### config.mk
export PLATFORM = sky130hd
export DESIGN_NAME = config_flit_tx_flat
export DESIGN_NICKNAME = d
export VERILOG_FILES = /design/src/rtl/config_flit_tx_if.sv /design/src/rtl/config_flit_tx.sv /design/src/flat_wrapper.sv
export SDC_FILE = /design/constraint.sdc
export NUM_CORES = 1
export LEC_CHECK = 0
export ABC_AREA = 1
export CAP_MARGIN = 15
export CELL_PAD_IN_SITES_DETAIL_PLACEMENT = 1
export CELL_PAD_IN_SITES_GLOBAL_PLACEMENT = 2
export CORE_MARGIN = 8
export CORE_UTILIZATION = 19
export DETAILED_ROUTE_END_ITERATION = 10
export GPL_TIMING_DRIVEN = 0
export PLACE_DENSITY = 0.74
export REMOVE_ABC_BUFFERS = 1
export SYNTH_ARGS = -nofsm -noshare
export SYNTH_HDL_FRONTEND = slang
export SYNTH_SLANG_ARGS = --single-unit
export TNS_END_PERCENT = 50
### constraint.sdc
create_clock -name clk -period 4.1 [get_ports clk]
set_clock_uncertainty 0.2 [all_clocks]
set_input_delay 0.82 -clock clk [delete_from_list [all_inputs] [get_ports clk]]
set_output_delay 0.82 -clock clk [all_outputs]
set_load 0.01 [all_outputs]
### src/rtl/config_flit_tx_if.sv
// Host/node signal bundle for config_flit_tx: command request, flit transmit
// with credit return, flit receive, and read response.
interface config_flit_tx_if #(
  parameter int FW  = 59,
  parameter int XW  = 4,
  parameter int YW  = 4,
  parameter int ATW = 3,
  parameter int CAW = 15,
  parameter int CDW = 21
);
  logic           req_valid;
  logic           req_ready;
  logic           req_rw;
  logic [XW-1:0]  req_dst_x;
  logic [YW-1:0]  req_dst_y;
  logic [ATW-1:0] req_atype;
  logic [CAW-1:0] req_addr;
  logic [CDW-1:0] req_wdata;

  logic           tx_we;
  logic [FW-1:0]  tx_wdata;
  logic           tx_credit;

  logic           rx_we;
  logic [FW-1:0]  rx_wdata;

  logic           rsp_valid;
  logic [CDW-1:0] rsp_rdata;
  logic           rsp_timeout;

  // Host bridge / node environment side.
  modport master (
    output req_valid, req_rw, req_dst_x, req_dst_y, req_atype, req_addr, req_wdata,
    input  req_ready,
    input  tx_we, tx_wdata,
    output tx_credit,
    output rx_we, rx_wdata,
    input  rsp_valid, rsp_rdata, rsp_timeout
  );

  // Flit initiator side.
  modport slave (
    input  req_valid, req_rw, req_dst_x, req_dst_y, req_atype, req_addr, req_wdata,
    output req_ready,
    output tx_we, tx_wdata,
    input  tx_credit,
    input  rx_we, rx_wdata,
    output rsp_valid, rsp_rdata, rsp_timeout
  );
endinterface

### src/rtl/config_flit_tx.sv
// Host-side configuration-flit initiator: packs write/read commands into flits
// under credit flow control and matches read responses. Optional macro
// CFG_RD_TIMEOUT_EN enables a read-response timeout.
module config_flit_tx #(
  parameter int FW      = 59,
  parameter int FTW     = 3,
  parameter int XW      = 4,
  parameter int YW      = 4,
  parameter int ATW     = 3,
  parameter int CAW     = 15,
  parameter int CDW     = 21,
  parameter int CREDITS = 4,
  parameter int TOW     = 10
) (
  input  logic          clk,
  input  logic          rst,
  input  logic [XW-1:0] src_x,
  input  logic [YW-1:0] src_y,
  config_flit_tx_if.slave bus,
  output logic          busy
);

  localparam int CW = $clog2(CREDITS + 1);
  localparam logic [CW-1:0] CRED_MAX = CW'(CREDITS);

  localparam logic [FTW-1:0] FT_WR      = FTW'(1);
  localparam logic [FTW-1:0] FT_RD      = FTW'(2);
  localparam logic [FTW-1:0] FT_RD_RESP = FTW'(3);

  typedef struct packed {
    logic [FTW-1:0] ftype;
    logic [XW-1:0]  dst_x;
    logic [YW-1:0]  dst_y;
    logic [XW-1:0]  src_x;
    logic [YW-1:0]  src_y;
    logic           rsvd;
    logic [ATW-1:0] atype;
    logic [CAW-1:0] addr;
    logic [CDW-1:0] data;
  } flit_t;

  typedef enum logic [1:0] {IDLE, SEND, WAIT_RESP} state_t;

  state_t         state, state_nxt;
  logic [CW-1:0]  credits, credits_nxt;
  logic           accept;
  logic           send;
  logic           match;
  logic           timeout_hit;

  logic           lat_rw;
  logic [XW-1:0]  lat_dst_x;
  logic [YW-1:0]  lat_dst_y;
  logic [CAW-1:0] lat_addr;

  flit_t          tx_flit;
  flit_t          rx_flit;

  assign tx_flit = '{
    ftype: bus.req_rw ? FT_WR : FT_RD,
    dst_x: bus.req_dst_x,
    dst_y: bus.req_dst_y,
    src_x: src_x,
    src_y: src_y,
    rsvd:  1'b0,
    atype: bus.req_atype,
    addr:  bus.req_addr,
    data:  bus.req_rw ? bus.req_wdata : '0
  };

  assign rx_flit = bus.rx_wdata;

  // A response answers our read only if it comes from the node we addressed.
  assign match = (state == WAIT_RESP) && bus.rx_we
              && (rx_flit.ftype == FT_RD_RESP)
              && (rx_flit.src_x == lat_dst_x)
              && (rx_flit.src_y == lat_dst_y)
              && (rx_flit.addr  == lat_addr);

  logic unused_rx;
  assign unused_rx = ^{rx_flit.dst_x, rx_flit.dst_y, rx_flit.rsvd, rx_flit.atype};

  assign send = (state == SEND);

  always_ff @(posedge clk or posedge rst) begin
    if (rst) state <= IDLE;
    else     state <= state_nxt;
  end

  always_comb begin
    // NOTE: every output of this block gets a default first so no path leaves it unassigned (no latch).
    state_nxt     = state;
    bus.req_ready = 1'b0;
    accept        = 1'b0;
    case (state)
      IDLE: begin
        bus.req_ready = (credits != '0) && !rst;
        accept        = bus.req_valid && (credits != '0) && !rst;
        if (accept) state_nxt = SEND;
      end
      SEND:      state_nxt = lat_rw ? IDLE : WAIT_RESP;
      WAIT_RESP: if (match || timeout_hit) state_nxt = IDLE;
      default:   state_nxt = IDLE;
    endcase
  end

  // A send and a returned credit in the same cycle cancel out.
  always_comb begin
    credits_nxt = credits;
    if (send && !bus.tx_credit)
      credits_nxt = credits - 1'b1;
    else if (!send && bus.tx_credit && (credits != CRED_MAX))
      credits_nxt = credits + 1'b1;
  end

  always_ff @(posedge clk or posedge rst) begin
    if (rst) begin
      // NOTE: state registers use non-blocking assignments so every flop samples pre-edge values.
      credits   <= CRED_MAX;
      lat_rw    <= 1'b0;
      lat_dst_x <= '0;
      lat_dst_y <= '0;
      lat_addr  <= '0;
    end else begin
      credits <= credits_nxt;
      if (accept) begin
        lat_rw    <= bus.req_rw;
        lat_dst_x <= bus.req_dst_x;
        lat_dst_y <= bus.req_dst_y;
        lat_addr  <= bus.req_addr;
      end
    end
  end

  // The flit is registered at accept so tx_we coincides with the SEND state.
  always_ff @(posedge clk or posedge rst) begin
    if (rst) begin
      bus.tx_we       <= 1'b0;
      bus.tx_wdata    <= '0;
      bus.rsp_valid   <= 1'b0;
      bus.rsp_rdata   <= '0;
      bus.rsp_timeout <= 1'b0;
    end else begin
      bus.tx_we     <= accept;
      bus.rsp_valid <= 1'b0;
      if (accept) bus.tx_wdata <= tx_flit;
      if (match) begin
        bus.rsp_valid   <= 1'b1;
        bus.rsp_rdata   <= rx_flit.data;
        bus.rsp_timeout <= 1'b0;
      end else if (timeout_hit) begin
        bus.rsp_valid   <= 1'b1;
        bus.rsp_rdata   <= '0;
        bus.rsp_timeout <= 1'b1;
      end
    end
  end

`ifdef CFG_RD_TIMEOUT_EN
  logic [TOW-1:0] to_cnt;
  localparam logic [TOW-1:0] TO_PRELAST = {{(TOW-1){1'b1}}, 1'b0};

  // The read expires on the edge where the counter steps onto all-ones.
  assign timeout_hit = (state == WAIT_RESP) && (to_cnt == TO_PRELAST);

  always_ff @(posedge clk or posedge rst) begin
    if (rst)                     to_cnt <= '0;
    else if (send)               to_cnt <= '0;
    else if (state == WAIT_RESP) to_cnt <= to_cnt + 1'b1;
  end
`else
  logic [TOW-1:0] unused_tow;
  assign unused_tow  = '0;
  assign timeout_hit = 1'b0;
`endif

  assign busy = (state != IDLE) || (credits != CRED_MAX);

endmodule

### src/flat_wrapper.sv
// flat-port wrapper written by rule: the top's interface ports become plain ports
module config_flit_tx_flat 
#(
  parameter int FW      = 59,
  parameter int FTW     = 3,
  parameter int XW      = 4,
  parameter int YW      = 4,
  parameter int ATW     = 3,
  parameter int CAW     = 15,
  parameter int CDW     = 21,
  parameter int CREDITS = 4,
  parameter int TOW     = 10
)
  (clk, rst, src_x, src_y, busy, bus_req_valid, bus_req_rw, bus_req_dst_x, bus_req_dst_y, bus_req_atype, bus_req_addr, bus_req_wdata, bus_req_ready, bus_tx_we, bus_tx_wdata, bus_tx_credit, bus_rx_we, bus_rx_wdata, bus_rsp_valid, bus_rsp_rdata, bus_rsp_timeout);
  config_flit_tx_if #(.FW(FW), .XW(XW), .YW(YW), .ATW(ATW), .CAW(CAW), .CDW(CDW)) bus_i ();
  input  logic clk;
  input  logic rst;
  input  logic [XW-1:0] src_x;
  input  logic [YW-1:0] src_y;
  output logic busy;
  input wire logic [$bits(bus_i.req_valid)-1:0] bus_req_valid;
  input wire logic [$bits(bus_i.req_rw)-1:0] bus_req_rw;
  input wire logic [$bits(bus_i.req_dst_x)-1:0] bus_req_dst_x;
  input wire logic [$bits(bus_i.req_dst_y)-1:0] bus_req_dst_y;
  input wire logic [$bits(bus_i.req_atype)-1:0] bus_req_atype;
  input wire logic [$bits(bus_i.req_addr)-1:0] bus_req_addr;
  input wire logic [$bits(bus_i.req_wdata)-1:0] bus_req_wdata;
  output wire logic [$bits(bus_i.req_ready)-1:0] bus_req_ready;
  output wire logic [$bits(bus_i.tx_we)-1:0] bus_tx_we;
  output wire logic [$bits(bus_i.tx_wdata)-1:0] bus_tx_wdata;
  input wire logic [$bits(bus_i.tx_credit)-1:0] bus_tx_credit;
  input wire logic [$bits(bus_i.rx_we)-1:0] bus_rx_we;
  input wire logic [$bits(bus_i.rx_wdata)-1:0] bus_rx_wdata;
  output wire logic [$bits(bus_i.rsp_valid)-1:0] bus_rsp_valid;
  output wire logic [$bits(bus_i.rsp_rdata)-1:0] bus_rsp_rdata;
  output wire logic [$bits(bus_i.rsp_timeout)-1:0] bus_rsp_timeout;
  assign bus_i.req_valid = bus_req_valid;
  assign bus_i.req_rw = bus_req_rw;
  assign bus_i.req_dst_x = bus_req_dst_x;
  assign bus_i.req_dst_y = bus_req_dst_y;
  assign bus_i.req_atype = bus_req_atype;
  assign bus_i.req_addr = bus_req_addr;
  assign bus_i.req_wdata = bus_req_wdata;
  assign bus_req_ready = bus_i.req_ready;
  assign bus_tx_we = bus_i.tx_we;
  assign bus_tx_wdata = bus_i.tx_wdata;
  assign bus_i.tx_credit = bus_tx_credit;
  assign bus_i.rx_we = bus_rx_we;
  assign bus_i.rx_wdata = bus_rx_wdata;
  assign bus_rsp_valid = bus_i.rsp_valid;
  assign bus_rsp_rdata = bus_i.rsp_rdata;
  assign bus_rsp_timeout = bus_i.rsp_timeout;
  config_flit_tx #(.FW(FW), .FTW(FTW), .XW(XW), .YW(YW), .ATW(ATW), .CAW(CAW), .CDW(CDW), .CREDITS(CREDITS), .TOW(TOW)) u_core (.clk(clk), .rst(rst), .src_x(src_x), .src_y(src_y), .bus(bus_i), .busy(busy));
endmodule
==> impl_metrics.json, run 1 <==
{
  "area_delta_synth_final_pct": 60.64,
  "pwr-share-clk_pct": 43.0,
  "clk_pin_slew_ns": 0.06,
  "worstPathRequired_ns": 3.08,
  "nets": 807,
  "cp_cell_sequence": "clkdlybuf4s50_1 > inv_4 > o21ai_2 > nor2_4 > clkdlybuf4s50_1",
  "yosys-top-cells-count": "nand2_1 (243), dfrtp_1 (84), inv_1 (44)",
  "place_congestion": 0.7363,
  "async_flop_share_pct": 100.0,
  "fp.dieArea_um2": 25840,
  "tightest_slew_ns": 1.081,
  "cap_violations": 0,
  "netlist_area_um2": 3980,
  "ctsHoldBuffers": 0,
  "grt_first_pass_wirelength_um": 25050,
  "r2r_cells": 6,
  "p_sw_share_pct": 24.33,
  "grt.overflow.total": 0,
  "synthDistinctLibCells": 28,
  "yosys-top-cells-area": "dfrtp_1 (53%), nand2_1 (23%), nand4_1 (4.4%), inv_1 (4.1%), o21ai_0 (2.3%)",
  "yosysTopAreaCell": "dfrtp_1",
  "finalCritPeriodShare_pct": 87.50,
  "fmax_mhz": 278.8,
  "ctsResizeCount": 0,
  "holdWs_ns": 0.2743,
  "clk_latency_ns": 0.34,
  "cts_buffers": 9,
  "yosysTopAreaCellShare_pct": 52.81,
  "ys_seq_area_share_pct": 53.47,
  "synth_edf_count": 0,
  "reg2reg_slack_ns": 1.09,
  "layout_min_cycle_time_ns": 3.587,
  "worstHoldPathType": "reg2reg",
  "rows": 53,
  "start_util_pct": 19.11,
  "yosysMostFrequentCell": "nand2_1",
  "p_comb_share_pct": 11.4,
  "end_kind": "output port",
  "synth_ff_type": "dfrtp_1",
  "io_buffers": 189,
  "core_area_um2": 20820,
  "rsz0062_at_grt": "no",
  "crit_start": "rst",
  "hold_viol": 0,
  "crit_path_start_kind": "input pin",
  "path_common_cell": "clkdlybuf4s50_1",
  "crit_path_max_fanout": 42,
  "timing.rr.end": "u_core.bus.rsp_rdata[8]$_DFFE_PP0P_",
  "num_vias": 3913,
  "tritoncts": "built",
  "maxSlewViolCount": 0,
  "wirelength_um": 15840,
  "max_stage_delay_ns": 0.55,
  "worstSetupPathType": "in2out",
  "h-tree-depth": 3,
  "antenna_found_initial": 1,
  "status": "completed",
  "slew_headroom_pct": 27.88,
  "grt_max_degree": 56,
  "drtPass1Iterations": 3,
  "crit_slowest_cell": "clkdlybuf4s50_1",
  "ios": 205,
  "grt_use_total_pct": 12.27,
  "power.internal_mw": 1.452,
  "clock-sinks": 85,
  "syn_inst": 506,
  "routed_via_density": 4.051,
  "p_per_area_nw_per_um2": 300.1,
  "crit_end": "bus_req_ready",
  "p_sw_uw": 466.8,
  "synth-seq-cells": 85,
  "reg2reg_from": "u_core.lat_addr[13]$_DFFE_PP0P_",
  "post_dp_cell_area_um2": 6103,
  "final_layout_size_suffix_gt1_share_pct": 4.928,
  "syn_area_per_cell_um2": 7.866,
  "cp_data_arrival_time_ns": 2.57,
  "ant_nets": 0,
  "p_leak_nw": 3.127,
  "chipHeight_um": 160.7,
  "grt_pass1_vias": 4484,
  "stdcell_area_um2": 6394,
  "vdd_drop_max_uv": 156.0,
  "drt_iter0_markers": 120,
  "cts-root-buf": "clkbuf_16",
  "post_cts_buffers": 0,
  "finalSetupViolCount": 0,
  "wl_per_cell_um": 16.40,
  "synth_warnings": 0,
  "route.detailed.drc": 0,
  "die_w_um": 160.7,
  "dp_hpwl_um": 12160,
  "clockBufferDepth": 2,
  "p_seq_share_pct": 45.6
}
==> power groups by stage <==
stage	clock [mW]	combinational [mW]	sequential, mW
2_1_floorplan	0	0.0823	0.887
3_3_place_gp	0	0.210	0.888
3_5_place_dp	0	0.224	0.890
4_1_cts	0.862	0.225	0.874
5_1_grt	0.897	0.245	0.876
6_report	0.825	0.219	0.875
==> sequential cells by signal, indices dropped and copies added (netlist names) <==
name / flops
u_core.bus.rsp_rdata: 21
u_core.bus.rsp_valid: 1
u_core.bus.tx_wdata: 37
u_core.bus.tx_we: 1
u_core.credits: 3
u_core.lat_addr: 14
u_core.lat_dst_x: 3
u_core.lat_dst_y: 3
u_core.state: 2
==> logic make-up (layout without fill, tap and decap cells) <==
| kind of cell | Yosys count | in the layout | share of synthesized area (%) |
|---|---|---|---|
| simple gates | 313 | 313 | 32.57 |
| other cells | 1 | 4 | 0.09422 |
| buf+inv | 75 | 257 | 8.740 |
| xor+xnor | 6 | 6 | 1.321 |
| compound gates | 25 | 25 | 3.301 |
| flops | 85 | 85 | 53.47 |
| fa+ha+maj | 1 | 1 | 0.5030 |
==> worst min-delay path by stage <==
stage	startpoint	to	slack, ns	depth (start not counted)
6_report	u_core.bus.rsp_rdata[13]$_DFFE_PP0P_	u_core.bus.rsp_rdata[13]$_DFFE_PP0P_	0.27	2
5_1_grt	u_core.bus.tx_wdata[36]$_DFFE_PP0P_	u_core.bus.tx_wdata[36]$_DFFE_PP0P_	0.30	2
4_1_cts	u_core.bus.rsp_rdata[13]$_DFFE_PP0P_	u_core.bus.rsp_rdata[13]$_DFFE_PP0P_	0.28	2
3_5_place_dp	u_core.bus.rsp_rdata[13]$_DFFE_PP0P_	u_core.bus.rsp_rdata[13]$_DFFE_PP0P_	0.26	2
3_3_place_gp	u_core.bus.rsp_rdata[5]$_DFFE_PP0P_	u_core.bus.rsp_rdata[5]$_DFFE_PP0P_	0.26	2
2_1_floorplan	u_core.credits[0]$_DFFE_PP0P_	u_core.credits[0]$_DFFE_PP0P_	0.26	1
==> through the flow <==
stage / setup TNS, ns / setup slack (ns) / total power [mW] / cells / util (%)
finish: 0 / 0.5126 / 1.919 / 966 / 30.71
CTS: 0 / 0.4400 / 1.960 / 965 / 30.69
floorplan: -1.556 / -0.1049 / 0.9689 / 485 / -
global placement: -179.98 / -2.028 / 1.098 / 949 / 29.17
global route: 0 / 0.3552 / 2.017 / 965 / 30.69
detailed placement: 0 / 0.1991 / 1.114 / 950 / 29.31
==> cell type report <==
type                       count  area [um2]
inverter                      52       200.2
timing repair buffer         190        1919
multi-input combinational    348        1511
antenna                        1       2.502
fill                        2507       14430
clock buffer                   9       225.2
tap                          275       344.1
clock inverter                 6       62.56
sequential                    85        2128
==> placed cells by master, fill, tap and decap left out <==
| cell | n |
|---|---|
| nand4_1 | 28 |
| inv_6 | 1 |
| diode_2 | 1 |
| xor2_1 | 3 |
| o21ai_2 | 1 |
| inv_4 | 2 |
| nand2_4 | 1 |
| o21ai_1 | 4 |
| xnor2_1 | 3 |
| clkbuf_16 | 9 |
| dfstp_2 | 1 |
| clkinv_4 | 1 |
| nand3_1 | 10 |
| inv_1 | 43 |
| o21bai_1 | 1 |
| dfrtp_1 | 84 |
| nor3b_1 | 1 |
| a21oi_1 | 1 |
| inv_2 | 7 |
| conb_1 | 3 |
| nor2_2 | 4 |
| nand3_2 | 1 |
| clkdlybuf4s50_1 | 189 |
| nor3_1 | 3 |
| nand2_1 | 243 |
| clkinv_2 | 3 |
| nor2_1 | 21 |
| nor2_4 | 1 |
| o21ai_0 | 18 |
| fa_1 | 1 |
| buf_16 | 1 |
| bufinv_16 | 1 |
==> worst max-delay path: cells and delay by family <==
family,cells,cell delay [ns]
buffers and inverters,3,1.43
AOI/OAI and AO/OA,1,0.15
and+or+nand+nor,1,0.14
==> routing by layer <==
layer	part of all wire, %	track usage, %	up-vias	wire (um)
met3	6.6	4.070	21	1040
met1	42	13.88	1880	6657
met2	49	20.75	101	7740
met5	0.076	0	-	12
li1	-	-	1909	-
met4	2.5	5.429	2	391
No activity file was read; power rests on OpenSTA's default activity.
==> inputs of run 2 (changes only) <==
Settings changed: ABC_AREA 1 to unset, CORE_UTILIZATION 19 to 20, PLACE_DENSITY 0.74 to 0.72.
==> run 2 against run 1 <==
  * Sequential share of layout area grew 1.7 points
  * Utilization increased by 3.4 points
  * Highest routed layer is now met4
  * Total power increased by 94%
==> impl_metrics.json, run 2 <==
{
  "tns_ns": 0,
  "nets": 602,
  "io_buffers": 189,
  "vdd_drop_max_uv": 299.7,
  "cp_cell_sequence": "clkdlybuf4s50_1 > nor4_1 > clkdlybuf4s50_1",
  "routed_via_density": 4.021,
  "drt_iter0_markers": 56,
  "seq_area_um2": 2128,
  "crit_slowest_cell": "clkdlybuf4s50_1",
  "ctsHoldBuffers": 0,
  "place_congestion": 0.6558,
  "wl_per_cell_um": 17.49,
  "synthDistinctLibCells": 29,
  "core_area_um2": 17840,
  "syn_inst": 292,
  "rsz0062_at_grt": "no",
  "worstSetupPathType": "in2out",
  "grt_pass1_vias": 3281,
  "preCtsSetupSlack_ns": 0.5011,
  "cp_data_arrival_time_ns": 2.52,
  "yosys-top-cells-area": "dfrtp_1 (58%), mux2_2 (17%), nand2_1 (5.2%), xor2_1 (3.9%), o21ai_0 (3.2%)",
  "cts_buffers": 9,
  "setup_slack_ns": 0.5626,
  "fmax_mhz": 282.7,
  "worstPathRequired_ns": 3.08,
  "clk_latency_ns": 0.34,
  "clk_pin_slew_ns": 0.06,
  "top_regs": "u_core.bus.tx_wdata x37, u_core.bus.rsp_rdata x21, u_core.lat_addr x14",
  "synth_ff_type": "dfrtp_1",
  "fp.dieArea_um2": 22580,
  "grt_first_pass_wirelength_um": 19430,
  "max_stage_delay_ns": 0.67,
  "die_w_um": 150.3,
  "finalSetupViolCount": 0,
  "p_per_area_nw_per_um2": 611.5,
  "rows": 49,
  "yosysMostFrequentCell": "dfrtp_1",
  "r2r_cells": 6,
  "ys_seq_area_share_pct": 59.04,
  "num_vias": 2879,
  "path_common_cell": "clkdlybuf4s50_1",
  "clockBufferDepth": 2,
  "tightest_slew_ns": 0.9001,
  "worstHoldPathType": "reg2reg",
  "fin_util_pct": 34.10,
  "post_cts_buffers": 0,
  "crit_path_max_fanout": 2,
  "maxSlewViolCount": 0,
  "synth_edf_count": 0,
  "layout_min_cycle_time_ns": 3.537,
  "grt_max_degree": 77,
  "ant_nets": 0,
  "async_flop_share_pct": 100.0,
  "dp_hpwl_um": 9687,
  "area_delta_synth_final_pct": 68.76,
  "syn_area_per_cell_um2": 12.34,
  "layout_common_cells": "clkdlybuf4s50_1 (189), dfrtp_1 (84), mux2_2 (56), nand2_1 (49), o21ai_0 (23)",
  "status": "completed",
  "cts-root-buf": "clkbuf_16",
  "hold_depth": 2,
  "yosysTopAreaCellShare_pct": 58.31,
  "final_layout_size_suffix_gt1_share_pct": 16.26,
  "multi_input_area_um2": 1375,
  "ctsResizeCount": 0,
  "route.detailed.drc": 0,
  "cap_violations": 0,
  "holdWs_ns": 0.2809,
  "nFillCells": 1939,
  "post_dp_cell_area_um2": 5773,
  "p_leak_nw": 2.570,
  "netlist_area_um2": 3605,
  "synth-seq-cells": 85,
  "chipHeight_um": 150.3,
  "yosys-top-cells-count": "dfrtp_1 (84), mux2_2 (56), nand2_1 (50)",
  "antenna_found_initial": 1,
  "top_register": "u_core.bus.tx_wdata",
  "wirelength_um": 12520,
  "largest_reg_flops": 37,
  "stdcell_area_um2": 6083,
  "synth_warnings": 0,
  "final_common_cell": "clkdlybuf4s50_1",
  "yosysTopAreaCell": "dfrtp_1",
  "start_util_pct": 20.20,
  "hold_viol": 0,
  "tritoncts": "built",
  "slew_headroom_pct": 39.81,
  "crit_path_start_kind": "input pin",
  "grt_use_total_pct": 11.29,
  "h-tree-depth": 3,
  "grt.overflow.total": 0,
  "end_kind": "output port",
  "clock-sinks": 85,
  "ios": 205,
  "finalCritPeriodShare_pct": 86.28,
  "drtPass1Iterations": 2
}
[run 2: per-stage QoR]
stage,cells,power [mW]
6_report,716,3.720
5_1_grt,716,3.974
4_1_cts,715,3.808
3_5_place_dp,699,2.911
3_3_place_gp,696,2.854
2_1_floorplan,278,1.988
[run 2: path summary, 6_finish.rpt]
kind                                                      from                                    to  slack (ns)
max in group asynchronous                                  rst  u_core.bus.rsp_rdata[20]$_DFFE_PP0P_        2.35
hold / removal             u_core.bus.tx_wdata[13]$_DFFE_PP0P_   u_core.bus.tx_wdata[13]$_DFFE_PP0P_        0.28
setup reg to reg                u_core.lat_addr[2]$_DFFE_PP0P_  u_core.bus.rsp_rdata[13]$_DFFE_PP0P_        1.35
hold reg to reg            u_core.bus.tx_wdata[13]$_DFFE_PP0P_   u_core.bus.tx_wdata[13]$_DFFE_PP0P_        0.28
min in group asynchronous                                  rst         u_core.credits[0]$_DFFE_PP0P_        0.72
setup / recovery                                           rst                         bus_req_ready        0.56
[run 2: cell type report]
type	count	area share, %
timing repair buffer	192	32.19
clock inverter	6	1.131
inverter	6	0.4114
sequential	85	34.99
clock buffer	10	3.928
multi-input combinational	187	22.60
tap	229	4.710
antenna	1	0.04114
[run 2: metal layers]
layer,global-route usage [%],part of all wire (%),up-vias
met5,0,0,-
met4,4.298,1.7,0
met3,4.539,8.1,13
met2,19.77,53,86
met1,11.96,37,1416
li1,-,-,1364
[run 2: kinds of logic (layout without fill, tap and decap cells)]
kind of cell | after synthesis | after routing | synth area share, %
flops | 85 | 85 | 59.04
simple gates | 70 | 70 | 8.816
mux | 56 | 56 | 17.49
compound gates | 33 | 33 | 4.929
xor+xnor | 24 | 24 | 5.831
buf+inv | 22 | 214 | 3.228
fa+ha+maj | 1 | 1 | 0.5554
other cells | 1 | 4 | 0.1040
[run 2: worst max-delay path, delay by kind of cell]
kind                   cells  cell delay (ns)
AND/OR/NAND/NOR            1             0.56
buffers and inverters      2             1.14
[run 2: power by group]
group | internal, mW | total [mW] | switching [mW]
combinational | 0.880 | 1.48 | 0.599
clock | 0.494 | 0.859 | 0.366
sequential | 1.15 | 1.38 | 0.234
